File: src/rtl/pipe_stage_skid.sv
`timescale 1ns/1ps
// Two-entry skid-buffered pipeline stage (main + skid register) with flush,
// global enable and a completed-transfer counter.
module pipe_stage_skid #(
  parameter int PAYLOAD_W = 69,
  parameter int CTRL_W    = 4,
  parameter int CNT_W     = 16
) (
  input  logic                 clk_i,
  input  logic                 rst_i,
  input  logic                 start_i,
  input  logic                 flush_i,
  input  logic                 in_valid_i,
  output logic                 in_ready_o,
  input  logic [PAYLOAD_W-1:0] in_payload_i,
  input  logic [CTRL_W-1:0]    in_ctrl_i,
  output logic                 out_valid_o,
  input  logic                 out_ready_i,
  output logic [PAYLOAD_W-1:0] out_payload_o,
  output logic [CTRL_W-1:0]    out_ctrl_o,
  output logic [CNT_W-1:0]     xfer_cnt_o,
  output logic [1:0]           state_o
);

  // Handshake: an entry moves on a rising edge when valid and ready are both
  // high (and the stage is enabled and not flushing); valid never waits on
  // ready, and in_ready_o depends on registered state only.
  typedef enum logic [1:0] {
    EMPTY = 2'd0,
    ONE   = 2'd1,
    FULL  = 2'd2
  } state_t;

  state_t                 state_q, state_d;
  logic [PAYLOAD_W-1:0]   main_payload_q, main_payload_d;
  logic [CTRL_W-1:0]      main_ctrl_q, main_ctrl_d;
  logic [PAYLOAD_W-1:0]   skid_payload_q, skid_payload_d;
  logic [CTRL_W-1:0]      skid_ctrl_q, skid_ctrl_d;
  logic [CNT_W-1:0]       cnt_q, cnt_d;
  logic                   accept, take;

  assign in_ready_o    = (state_q != FULL);
  assign out_valid_o   = (state_q != EMPTY);
  assign out_payload_o = main_payload_q;
  // Bubble control bits whenever the head is not valid.
  assign out_ctrl_o    = out_valid_o ? main_ctrl_q : '0;
  assign xfer_cnt_o    = cnt_q;
  assign state_o       = state_q;

  assign accept = in_valid_i & in_ready_o & start_i & ~flush_i;
  assign take   = out_valid_o & out_ready_i & start_i & ~flush_i;

  always_comb begin
    state_d        = state_q;
    main_payload_d = main_payload_q;
    main_ctrl_d    = main_ctrl_q;
    skid_payload_d = skid_payload_q;
    skid_ctrl_d    = skid_ctrl_q;
    cnt_d          = cnt_q;
    if (flush_i) begin
      state_d = EMPTY;
    end else begin
      unique case (state_q)
        EMPTY: begin
          if (accept) begin
            main_payload_d = in_payload_i;
            main_ctrl_d    = in_ctrl_i;
            state_d        = ONE;
          end
        end
        ONE: begin
          if (accept && take) begin
            main_payload_d = in_payload_i;
            main_ctrl_d    = in_ctrl_i;
          end else if (accept) begin
            skid_payload_d = in_payload_i;
            skid_ctrl_d    = in_ctrl_i;
            state_d        = FULL;
          end else if (take) begin
            state_d = EMPTY;
          end
        end
        FULL: begin
          if (take) begin
            main_payload_d = skid_payload_q;
            main_ctrl_d    = skid_ctrl_q;
            state_d        = ONE;
          end
        end
        default: state_d = EMPTY;
      endcase
      if (take) cnt_d = cnt_q + CNT_W'(1);
    end
  end

  always_ff @(posedge clk_i or posedge rst_i) begin
    if (rst_i) begin
      state_q        <= EMPTY;
      main_payload_q <= '0;
      main_ctrl_q    <= '0;
      skid_payload_q <= '0;
      skid_ctrl_q    <= '0;
      cnt_q          <= '0;
    end else begin
      state_q        <= state_d;
      main_payload_q <= main_payload_d;
      main_ctrl_q    <= main_ctrl_d;
      skid_payload_q <= skid_payload_d;
      skid_ctrl_q    <= skid_ctrl_d;
      cnt_q          <= cnt_d;
    end
  end

endmodule

File: config.mk
export PLATFORM = sky130hd
export DESIGN_NAME = pipe_stage_skid
export DESIGN_NICKNAME = d
export VERILOG_FILES = /design/src/rtl/pipe_stage_skid.sv
export SDC_FILE = /design/constraint.sdc
export NUM_CORES = 1
export LEC_CHECK = 0
export CORE_ASPECT_RATIO = 1.25
export CORE_MARGIN = 3
export CORE_UTILIZATION = 45
export DETAILED_ROUTE_END_ITERATION = 10
export PLACE_DENSITY_LB_ADDON = 0.1
export SETUP_SLACK_MARGIN = 0.4
export SYNTH_ARGS = -nofsm -noshare
export SYNTH_HDL_FRONTEND = slang
export SYNTH_SLANG_ARGS = --single-unit
File: constraint.sdc
create_clock -name clk_i -period 8.85 [get_ports clk_i]
set_input_delay 2.655 -clock clk_i [delete_from_list [all_inputs] [get_ports clk_i]]
set_output_delay 2.655 -clock clk_i [all_outputs]
set_load 0.03 [all_outputs]
* Word level (Yosys, flattened, before mapping)
Index checks and enable logic that the tools add are counted.
** Operators by class
- Eq/ne operators :: 10
- $add $sub $neg :: 1
- Reduce and logical (&&, ||, !) cells :: 8
- Muxes and demuxes :: 16
- Bitwise operators :: 8
** Operator list (count)
- $mux W69 :: 3
- $pmux W69 S3 :: 1
- $add A16 B1 Y16 const B :: 1
- $mux W4 :: 4
- $mux W2 :: 6
- $pmux W4 S3 :: 1
- $ne A3 B3 Y1 const B :: 3
- $ne A2 B2 Y1 const B :: 4
- $reduce_and A4 Y1 :: 2
- $and A1 B1 Y1 :: 6
- $pmux W2 S3 :: 1
- $reduce_and A5 Y1 :: 1
- $ne A4 B4 Y1 const B :: 1
- $reduce_bool A3 Y1 :: 1
- $eq A2 B1 Y1 const B :: 1
- $eq A2 B2 Y1 const B :: 1
- $logic_not A2 Y1 :: 1
- $not A1 Y1 :: 2
- $reduce_and A2 Y1 :: 1
- $reduce_bool A2 Y1 :: 1
- $logic_and A1 B1 Y1 :: 1
** Storage, ports and cells
- Input bits :: 79
- Word-level logic and storage cells :: 49
- Flip-flop bits (word level) :: 164
- Output and inout bits :: 93

* Logic depth before layout (Yosys ltp)
Gate-level depths: netlist (run 1).
- Depth after elaboration :: 9
- Gate-level depth with buffers :: 6

* Worst setup path before layout (run 1)
No wires, ideal clock.
- Path type :: register -> output
- Start :: register state_q[0] (netlist: state_o[0])
- End :: output port out_ctrl_o[0]
- Arrival time :: 1504 ps
- Cell stages (with the launch flop) :: 4
- Path slack :: 4691 ps
- Required time :: 6195 ps
- Path through :: dfrtp_1 nor2_1 inv_1 and2_1
** Between the ends
- Word-level cells in the longest chain between the ends :: 2
** Ends and longest elaborated chain
- from (decl) :: RTL line 34 : state_t state_q, state_d;
- from (signal assigned) :: RTL line 105 : state_q <= state_d;
- $reduce_bool A2 Y1 :: RTL line 43 : assign out_valid_o = (state_q != EMPTY);
- via out_valid_o :: RTL line 17 : output logic out_valid_o,
- $mux W4 :: RTL line 46 : assign out_ctrl_o = out_valid_o ? main_ctrl_q : '0;
- to (decl) :: RTL line 20 : output logic [CTRL_W-1:0] out_ctrl_o,
The timed path passes the listed nets, and every way through them passes these cells.

* Worst setup path in the final report (run 1)
- Start :: input port out_ready_i
- End :: register main_payload_q[14] (netlist: out_payload_o[14])
** Between the ends
- Word-level cells in the longest chain between the ends :: 6
** Ends and longest elaborated chain
- from (decl) :: RTL line 18 : input logic out_ready_i,
- $and A1 B1 Y1 * (3 in a row) :: RTL line 51 : assign take = out_valid_o & out_ready_i & start_i & ~flush_i;
- $logic_and A1 B1 Y1 :: RTL line 72 : if (accept && take) begin
- $ne A2 B2 Y1 (no line)
- $reduce_and A5 Y1 (no line) *
- to (signal assigned) :: RTL line 106 : main_payload_q <= main_payload_d;
- to (decl) :: RTL line 35 : logic [PAYLOAD_W-1:0] main_payload_q, main_payload_d;
Every way passes the cells marked *; elsewhere a longest branch is shown, timed or not.
A chain may end at the register's enable or synchronous reset.

==> impl_results.md, run 1 <==
- Post-DR wirelength/cell: 17.4 um
- Critical Path Source: out_ready_i
- Worst reg2reg setup slack: 5.67 ns
- Total of max-cap violations: 0
- DRC viols: 0
- Minimum clock period: 5.53 ns
- Clk buf depth: 2
- # rows: 50
- Crit path capture type: flop
- # Post-CTS Setup Buffers: 0
- DRT iter0 DRCs: 295
- Post-synth EDFFs: 0
- Fin crit share: 62.5%
- Crit path cell chain: clkdlybuf4s50_1 > mux2i_1 > o21ai_4 > buf_4 > nand2_1 > mux2_1
- Crit Path Class: input pin to flop
- Largest net degree at the start of global routing: 108
- TritonCTS clock tree: done
- #FFs+latches synth: 164
- First-pass GRT wire length: 26.5 mm
- Critical Path Sink: out_payload_o[14]$_DFFE_PP0P_
- PwrDens: 237 nW/um^2
- CTS H-tree lvls: 4
- Fin nets: 775
- Grt ovf: 0
- CTS clk-pin slew, worst paths: 0.06 ns
- Top cells by count, synth: dfrtp_1, mux2_2, a21oi_1
- Core area: 15,300 um^2
- WP depth: 6
- Vias per inst: 5.31
- Worst Max-Slew Pin Slew: 1.07 ns
- Via count: 4,865
- Main flop type after synthesis: dfrtp_1
- Post-Syn Nets: 621
- Post-cts hold buffer count: 0
- Clock skew: 0.00801 ns
- Asr flop ratio synth: 100%
- Final setup fails: 0
- Final ANT Viol Nets: 0
- Synth unique cells: 31
- CP Buf/Inv Count: 2
- Syn Area/Cell: 13.2 um^2
- Yosys warns: 0
- Iteration count of the initial detailed-routing pass: 4
- VDD IR max: 0.141 mV
- Most frequent cell after synthesis: dfrtp_1
- Clk Latency, worst-skew pair: 0.42 ns
- Synthesized area: 7140 um^2
- Post-CTS resize count: 0
- Yosys top cell area share: 57.5%
- Reg2Reg Depth: 5
- Sequential element share of the synthesized area: 57.5%
- RR Endpoint: out_payload_o[14]$_DFFE_PP0P_
- GPL Wtd Cong: 0.758
- RSZ-0062 raised after global routing: no
- Worst EP required: 9.14 ns
- Fin. Hold Viols: 0
- Cells after Synth: 541
- Floorplan die height: 147 um
- Setup Total Neg Slack: 0 ns
- Area contributors post-synth: dfrtp_1, mux2_2, mux2i_1
- Total CTS buffers: 17
- Max FO, Critical Path: 105
- Rel. slew slack: 28.6%
- CP Launch Type: input pin
- Die area: 17,400 um^2
- Status: complete, no violations
- Utilization after layout: 62.9%
- Root Buffer: clkbuf_16
- Lkg Pwr: 4.48 nW
- Synth area leader: dfrtp_1
- Area growth, synth to finish: 34.5%
- Share of layout cells above drive strength 1: 21.9%
- Fin. max-slew vios: 0
- DP Wirelength: 10.2 mm
- Post-Route WL: 15.9 mm
- Worst r2r src: state_o[1]$_DFFE_PP0P_
- Die Wd: 119 um
- Clock sink total: 164
- Vias in the first global route: 5,164
- Initial Util: 46.8%
- Hold crit path type: flop to flop
- Largest stage delay, worst path: 0.85 ns
- Fmax: 181 MHz
- IO Pins: 172
- Initial antenna violation count: 2
- CP arrival: 5.83 ns
- Crit path max-delay family: buffers and inverters
- Global Route Usage Sum: 18.9%
- Buffers added on ports: 171
- CP max stage cell: nand2_1
==> per-layer routing <==
layer | up-vias | track usage, % | part of all wire (%)
met2 | 127 | 30.4 | 48
li1 | 2295 | - | -
met3 | 30 | 5.51 | 6.0
met5 | - | 0 | 0.082
met1 | 2411 | 23.7 | 43
met4 | 2 | 8.41 | 2.9
==> sequential cells by signal, summed over array words and instances (netlist names) <==
name / count
xfer_cnt_o: 16
skid_ctrl_q: 4
main_ctrl_q: 4
skid_payload_q: 69
out_payload_o: 69
state_o: 2
==> power by group <==
part | switching, mW | internal [mW]
Combinational | 0.290 | 0.260
Sequential | 0.0794 | 0.886
Clock | 0.283 | 0.477
Total | 0.653 | 1.62
==> stage by stage <==
step | instances | cell area, um^2 | hold WS [ns] | setup slack, ns | total power [mW]
3_5_place_dp | 884 | 8990 | 0.470 | 2.90 | 1.53
2_1_floorplan | 541 | 7140 | 0.471 | 1.76 | 1.28
5_1_grt | 917 | 9600 | 0.505 | 3.07 | 2.39
3_3_place_gp | 884 | 8990 | 0.461 | 2.96 | 1.51
6_report | 917 | 9600 | 0.480 | 3.32 | 2.28
4_1_cts | 916 | 9600 | 0.476 | 3.35 | 2.30
==> final cells by class <==
class	count	area [um^2]
fillers	1304	5670
flip-flops and latches	164	4100
multi-input cells	335	2870
repair buffers	175	1740
clock buffers	21	450
well taps	208	260
clock inverters	11	158
inverters	2	12.5
diodes	1	2.50
==> kinds of logic (layout without fill, tap and decap cells) <==
| kind of cell | Yosys count | after routing | synth area share (%) |
|---|---|---|---|
| AO/OA/AOI/OAI | 109 | 109 | 8.61 |
| XOR/XNOR | 16 | 16 | 1.96 |
| adder cells (fa/ha/maj) | 1 | 1 | 0.175 |
| buffers and inverters | 42 | 209 | 2.68 |
| flip-flops | 164 | 164 | 57.5 |
| multiplexers | 169 | 169 | 25.7 |
| other | 0 | 1 | 0 |
| AND/OR/NAND/NOR | 40 | 40 | 3.35 |
==> worst min path at each step <==
stage / from / to / slack, ns / cells after the start
finish: xfer_cnt_o[15]$_DFFE_PP0P_ / xfer_cnt_o[15]$_DFFE_PP0P_ / 0.48 / 1
global route: xfer_cnt_o[15]$_DFFE_PP0P_ / xfer_cnt_o[15]$_DFFE_PP0P_ / 0.51 / 1
CTS: xfer_cnt_o[15]$_DFFE_PP0P_ / xfer_cnt_o[15]$_DFFE_PP0P_ / 0.48 / 1
detailed placement: xfer_cnt_o[15]$_DFFE_PP0P_ / xfer_cnt_o[15]$_DFFE_PP0P_ / 0.47 / 1
global placement: xfer_cnt_o[15]$_DFFE_PP0P_ / xfer_cnt_o[15]$_DFFE_PP0P_ / 0.46 / 1
floorplan: main_ctrl_q[0]$_DFFE_PP0P_ / main_ctrl_q[0]$_DFFE_PP0P_ / 0.47 / 1
==> cells in the final DEF (no fill, tap or decap), types with 2 or more instances in the layout <==
cell type	n
a21oi_1	56
a31oi_1	52
and2_1	4
and3_1	3
buf_4	4
bufinv_16	4
clkbuf_1	3
clkbuf_16	17
clkdlybuf4s50_1	171
clkinv_2	6
dfrtp_1	164
mux2_1	2
mux2_2	114
mux2i_1	53
nand2_1	8
nand3_1	5
nand4_1	3
nor2_1	3
nor3_1	3
nor4_2	2
xnor2_1	9
xor2_1	7
Note: power is estimated with default switching activity, not from simulation.
==> run 2, diff against run 1 <==
==> constraint.sdc (replaced) <==
create_clock -name clk_i -period 5.1 [get_ports clk_i]
set_input_delay 1.53 -clock clk_i [delete_from_list [all_inputs] [get_ports clk_i]]
set_output_delay 1.53 -clock clk_i [all_outputs]
set_load 0.03 [all_outputs]
==> run 2 against run 1 <==
Effect of this change: wire length decreased by 1.4%; flip-flop and latch count unchanged; worst setup slack got worse by 2.1 ns; sequential power increased by 73%; die area unchanged; clock-buffer cell count unchanged; largest cell class unchanged; combinational power increased by 75%; via count increased by 0.60%; register-to-register slack got worse by 3.1 ns; non-clock buffer count increased by 1; clock power increased by 59%.
==> impl_results.md, run 2 (synthesis gave the netlist of run 1 again) <==
- Status: complete, no violations
- # rows: 50 (unchanged)
- Placement Setup Slack: 1.30 ns (-1.60 ns)
- RSZ-0062 raised after global routing: no
- Area growth, synth to finish: 34.2%
- Post-CTS resize count: 0 (unchanged)
- Post-DR wirelength/cell: 17.1 um (-1.3%)
- Total of max-cap violations: 0 (unchanged)
- Rel. slew slack: 25.0% (-3.7 points)
- Die Wd: 119 um (unchanged)
- Post-cts hold buffer count: 0 (unchanged)
- Worst Max-Slew Pin Slew: 1.13 ns (+0.0548 ns)
- Root Buffer: clkbuf_16
- Sw frac: 29.3% (+0.55 points)
- IO Pins: 172 (unchanged)
- Clock skew: 0.00689 ns (-0.00113 ns)
- Post-Route WL: 15.7 mm (-1.4%)
- Commonest cells after routing, fill and taps aside: clkdlybuf4s50_1, dfrtp_1, mux2_2, a21oi_1, mux2i_1
- First-pass GRT wire length: 26.2 mm (-1.4%)
- Fin. max-slew vios: 0 (unchanged)
- Post-route insts no fill: 916 (-0.11%)
- Floorplan die height: 147 um (unchanged)
- PwrDens: 401 nW/um^2 (+69%)
- Fin crit share: 75.4%
- DRT iter0 DRCs: 298 (+1.0%)
- Final setup fails: 0 (unchanged)
- Hold crit path type: flop to flop
- Most common cell after layout, fill and taps aside: clkdlybuf4s50_1
- Placed Cells: 885 (+0.11%)
- Fin nets: 776 (+0.13%)
- Iteration count of the initial detailed-routing pass: 4 (unchanged)
- CTS H-tree lvls: 4 (unchanged)
- DRC viols: 0 (unchanged)
- GPL Wtd Cong: 0.733 (-3.3%)
- Final ANT Viol Nets: 0 (unchanged)
- Fmax: 260 MHz
- Global Route Usage Sum: 18.6% (-0.27 points)
- CP arrival: 2.31 ns (-3.52 ns)
- Crit path capture type: output pin
- Minimum clock period: 3.84 ns
- Sequential share of power: 43.5% (+1.1 points)
- Buffers added on ports: 171 (unchanged)
- # diodes: 0 (-1)
- WHS Path Cells: 1 (unchanged)
- Vias per inst: 5.34 (+0.71%)
- Reg2Reg Depth: 4 (-1)
- Clk Latency, worst-skew pair: 0.42 ns (about the same)
- TritonCTS clock tree: done
- Fin. Hold Viols: 0 (unchanged)
- Clock network power share: 31.5% (-1.9 points)
- Crit Path Class: flop to output pin
- Final hold slack: 0.466 ns (-0.0137 ns)
- CTS clk-pin slew, worst paths: 0.06 ns (about the same)
- Combinational cell fraction of total power: 25.0% (+0.8 points)
- Lkg Pwr: 4.46 nW (-0.41%)
- Clock sink total: 164 (unchanged)
- Setup Total Neg Slack: 0 ns (unchanged)
- Initial antenna violation count: 0 (-2)
- Vias in the first global route: 5,073 (-1.8%)
- Core area: 15,300 um^2 (unchanged)
- Largest net degree at the start of global routing: 105 (-2.8%)
- Clk buf depth: 2 (unchanged)
- Grt ovf: 0 (unchanged)
- Total CTS buffers: 17 (unchanged)
- Utilization after layout: 62.8% (-0.13 points)
- VDD IR max: 0.256 mV (+82%)
- Via count: 4,894 (+0.60%)
- Share of layout cells above drive strength 1: 21.9% (unchanged)
- Net switching power: 1.12 mW (+72%)
- Internal power: 2.72 mW (+67%)
- # Post-CTS Setup Buffers: 0 (unchanged)
- DP Wirelength: 10.1 mm (-1.2%)
- Die area: 17,400 um^2 (unchanged)
- Worst setup margin: 1.26 ns (-2.06 ns)
- CP Launch Type: flop
- Worst EP required: 3.57 ns (-5.57 ns)
- Initial Util: 46.8% (unchanged)
- Max FO, Critical Path: 7 (-93%)
run 2: power by group through the flow:
stage                     Sequential, mW  Clock (mW)  Combinational, mW
final                               1.67        1.21              0.960
after global routing                1.70        1.31               1.03
after CTS                           1.67        1.24              0.973
after detailed placement            1.69           0              0.970
after global placement              1.68           0              0.947
after floorplan                     1.92           0              0.313
run 2: worst paths after layout:
check                      slack, ns                            end                  startpoint
setup / recovery                1.26                  out_ctrl_o[2]      state_o[0]$_DFFE_PP0P_
hold / removal                  0.47     xfer_cnt_o[15]$_DFFE_PP0P_  xfer_cnt_o[15]$_DFFE_PP0P_
setup reg to reg                2.60  out_payload_o[14]$_DFFE_PP0P_      state_o[0]$_DFFE_PP0P_
hold reg to reg                 0.47     xfer_cnt_o[15]$_DFFE_PP0P_  xfer_cnt_o[15]$_DFFE_PP0P_
max in group asynchronous       2.59  out_payload_o[51]$_DFFE_PP0P_                       rst_i
min in group asynchronous       1.65     xfer_cnt_o[10]$_DFFE_PP0P_                       rst_i
run 2: worst max-delay path, cell delays in order (launching register included):
cell	delay, ns
dfrtp_1	0.47
nor2_1	0.43
inv_1	0.20
and2_1	0.21
clkdlybuf4s50_1	0.59
run 2: per-stage QoR:
step	instance area (um^2)	power, mW
2_1_floorplan	7140	2.23
3_3_place_gp	9020	2.63
3_5_place_dp	9020	2.66
4_1_cts	9580	3.89
5_1_grt	9580	4.03
6_report	9580	3.84
run 2: per-layer routing:
layer | wire length [um] | track usage (%) | share of wire, % | vias up
li1 | - | - | - | 2294
met1 | 6510 | 22.7 | 41 | 2464
met2 | 7880 | 30.9 | 50 | 123
met3 | 1040 | 6.35 | 6.6 | 13
met4 | 267 | 6.38 | 1.7 | 0
met5 | 0 | 0 | 0 | -
run 2: final cells by class:
cell class	count	area, um^2
Tap cell	208	260
Sequential cell	164	4100
Inverter	2	11.3
Multi-Input combinational cell	335	2870
Fill cell	1265	5690
Clock inverter	10	109
Clock buffer	21	450
Timing Repair Buffer	176	1770
==> patch, RTL diff (config.mk and constraints of run 1) <==
Take the reset off `skid_payload_q` and load it in a clocked block of its own.
--- a/src/rtl/pipe_stage_skid.sv
+++ b/src/rtl/pipe_stage_skid.sv
@@ -99,5 +99,4 @@
       main_payload_q <= '0;
       main_ctrl_q    <= '0;
-      skid_payload_q <= '0;
       skid_ctrl_q    <= '0;
       cnt_q          <= '0;
@@ -106,5 +105,4 @@
       main_payload_q <= main_payload_d;
       main_ctrl_q    <= main_ctrl_d;
-      skid_payload_q <= skid_payload_d;
       skid_ctrl_q    <= skid_ctrl_d;
       cnt_q          <= cnt_d;
@@ -112,4 +110,8 @@
   end
 
+  always_ff @(posedge clk_i) begin
+    skid_payload_q <= skid_payload_d;
+  end
+
 endmodule
 
Check against the original RTL: same outputs for any inputs over 4 cycles, from zero or initial values and one cycle with rst_i high; that may be too few to reach the edited logic, so the function may still have changed.
==> patch against run 1 <==
Final cell count shrank 0.11%; maximum frequency rose by 1.6%; final area down 5.1%; total power shrank 4.9%; synthesized area shrank 6.0%; non-clock buffer count is 3 higher; routed wire length grew 4.5%; critical endpoint is now skid_payload_q[20]; largest cell class unchanged; combinational power fell by 9.1%; sequential cell count is the same; worst setup slack improved by 89 ps; via count increased by 5.9%; clock skew is 1.6 ps lower; sequential power down 3.5%.
==> patch: results (changes against run 1) <==
first-pass GRT wire length 27,230 µm (was 26,540 µm); GRT Resource Usage Total 21.03% (was 18.86%); DRT Pass-1 Iters 5 (was 4); outcome completed (unchanged); P_leak 3.424 nW (was 4.482 nW); r2r setup slk 6280 ps (was 5670 ps); Max VDD drop 0.1415 mV (was 0.1411 mV); share of cells above drive strength 1 6.504% (was 21.89%); Inserted Diodes 0 (was 1); top cells by count, synth nand2_1, dfrtp_1, a21oi_1 (was dfrtp_1, mux2_2, a21oi_1); routability cong. 0.7492 (was 0.7582); total number of vias 5,151 (was 4,865); Nets 805 (was 775); DP HPWL 10,270 µm (was 10,230 µm); Crit path largest cell delay 710 ps (was 850 ps); Synthesized Nets 657 (was 621); largest net degree at the start of global routing 112 (was 108); Iter 0 DRT Violations 358 (was 295); Worst Path Max Fanout 41 (was 105); Async SR Flop Fraction 57.93% (was 100.0%); routed length per instance 18.17 µm (was 17.36 µm); initial antenna violation count 0 (was 2); Setup Skew 6.424 ps (was 8.015 ps); Reg2Reg Depth 4 (was 5); CP startpoint start_i (was out_ready_i); area post-placement 8524 µm² (was 8989 µm²); number of global-route vias before repair 5,361 (was 5,164); sequential fraction of the synthesis area 66.33% (was 57.49%); RR Startpoint state_o[0] (was state_o[1])
[patch: cell count changes after synthesis, moves of 12 or more]
cell,before,now
clkbuf_1,15,37
edfxtp_1,0,69
a41oi_1,0,73
nand2_1,8,150
a21oi_1,56,77
buf_2,24,12
a31oi_1,52,0
mux2i_1,53,1
mux2_2,114,5
dfrtp_1,164,95
[patch: final cells by class]
type	count	area [µm²]	area share [%]
clock buffers	22	454.2	4.986
flip-flops and latches	164	4449	48.84
clock inverters	10	131.4	1.442
multi-input cells	357	2059	22.61
repair buffers	178	1764	19.37
inverters	7	28.78	0.3159
well taps	178	222.7	2.445
[patch: worst min-delay path by stage]
stage,end,from,cells after the start
after floorplan,skid_ctrl_q[0],skid_ctrl_q[0],1
after global placement,xfer_cnt_o[15],xfer_cnt_o[15],1
after detailed placement,xfer_cnt_o[15],xfer_cnt_o[15],1
after CTS,xfer_cnt_o[15],xfer_cnt_o[15],1
after global routing,xfer_cnt_o[15],xfer_cnt_o[15],1
final,xfer_cnt_o[15],xfer_cnt_o[15],1
[patch: per-layer routing]
metal	share of wire, %	GRT usage [%]
met5	0	0
met2	50	33.90
met4	1.5	7.108
met1	42	27.52
met3	6.5	5.827
[patch: metrics by stage]
stage	utilization [%]	setup WS (ps)	cells	power, mW	hold WS [ps]
after floorplan	-	3718	577	1.210	479.3
final	62.96	3407	916	2.163	474.7
after global routing	62.96	3158	916	2.259	498.3
after CTS	62.96	3430	916	2.184	480.6
after global placement	58.92	3081	884	1.436	464.7
after detailed placement	58.92	2970	884	1.447	468.9
[patch: where the power goes]
group	internal, mW	switching (mW)
Clock	0.449	0.283
Sequential	0.875	0.0559
Combinational	0.215	0.285
[patch: kinds of logic after synthesis]
group	Yosys count	share of synthesized area [%]
multiplexers	6	0.9886
buffers and inverters	56	3.358
AND/OR/NAND/NOR	182	11.58
XOR/XNOR	16	2.089
flip-flops	164	66.33
adder cells (fa/ha/maj)	1	0.1865
AO/OA/AOI/OAI	152	15.46
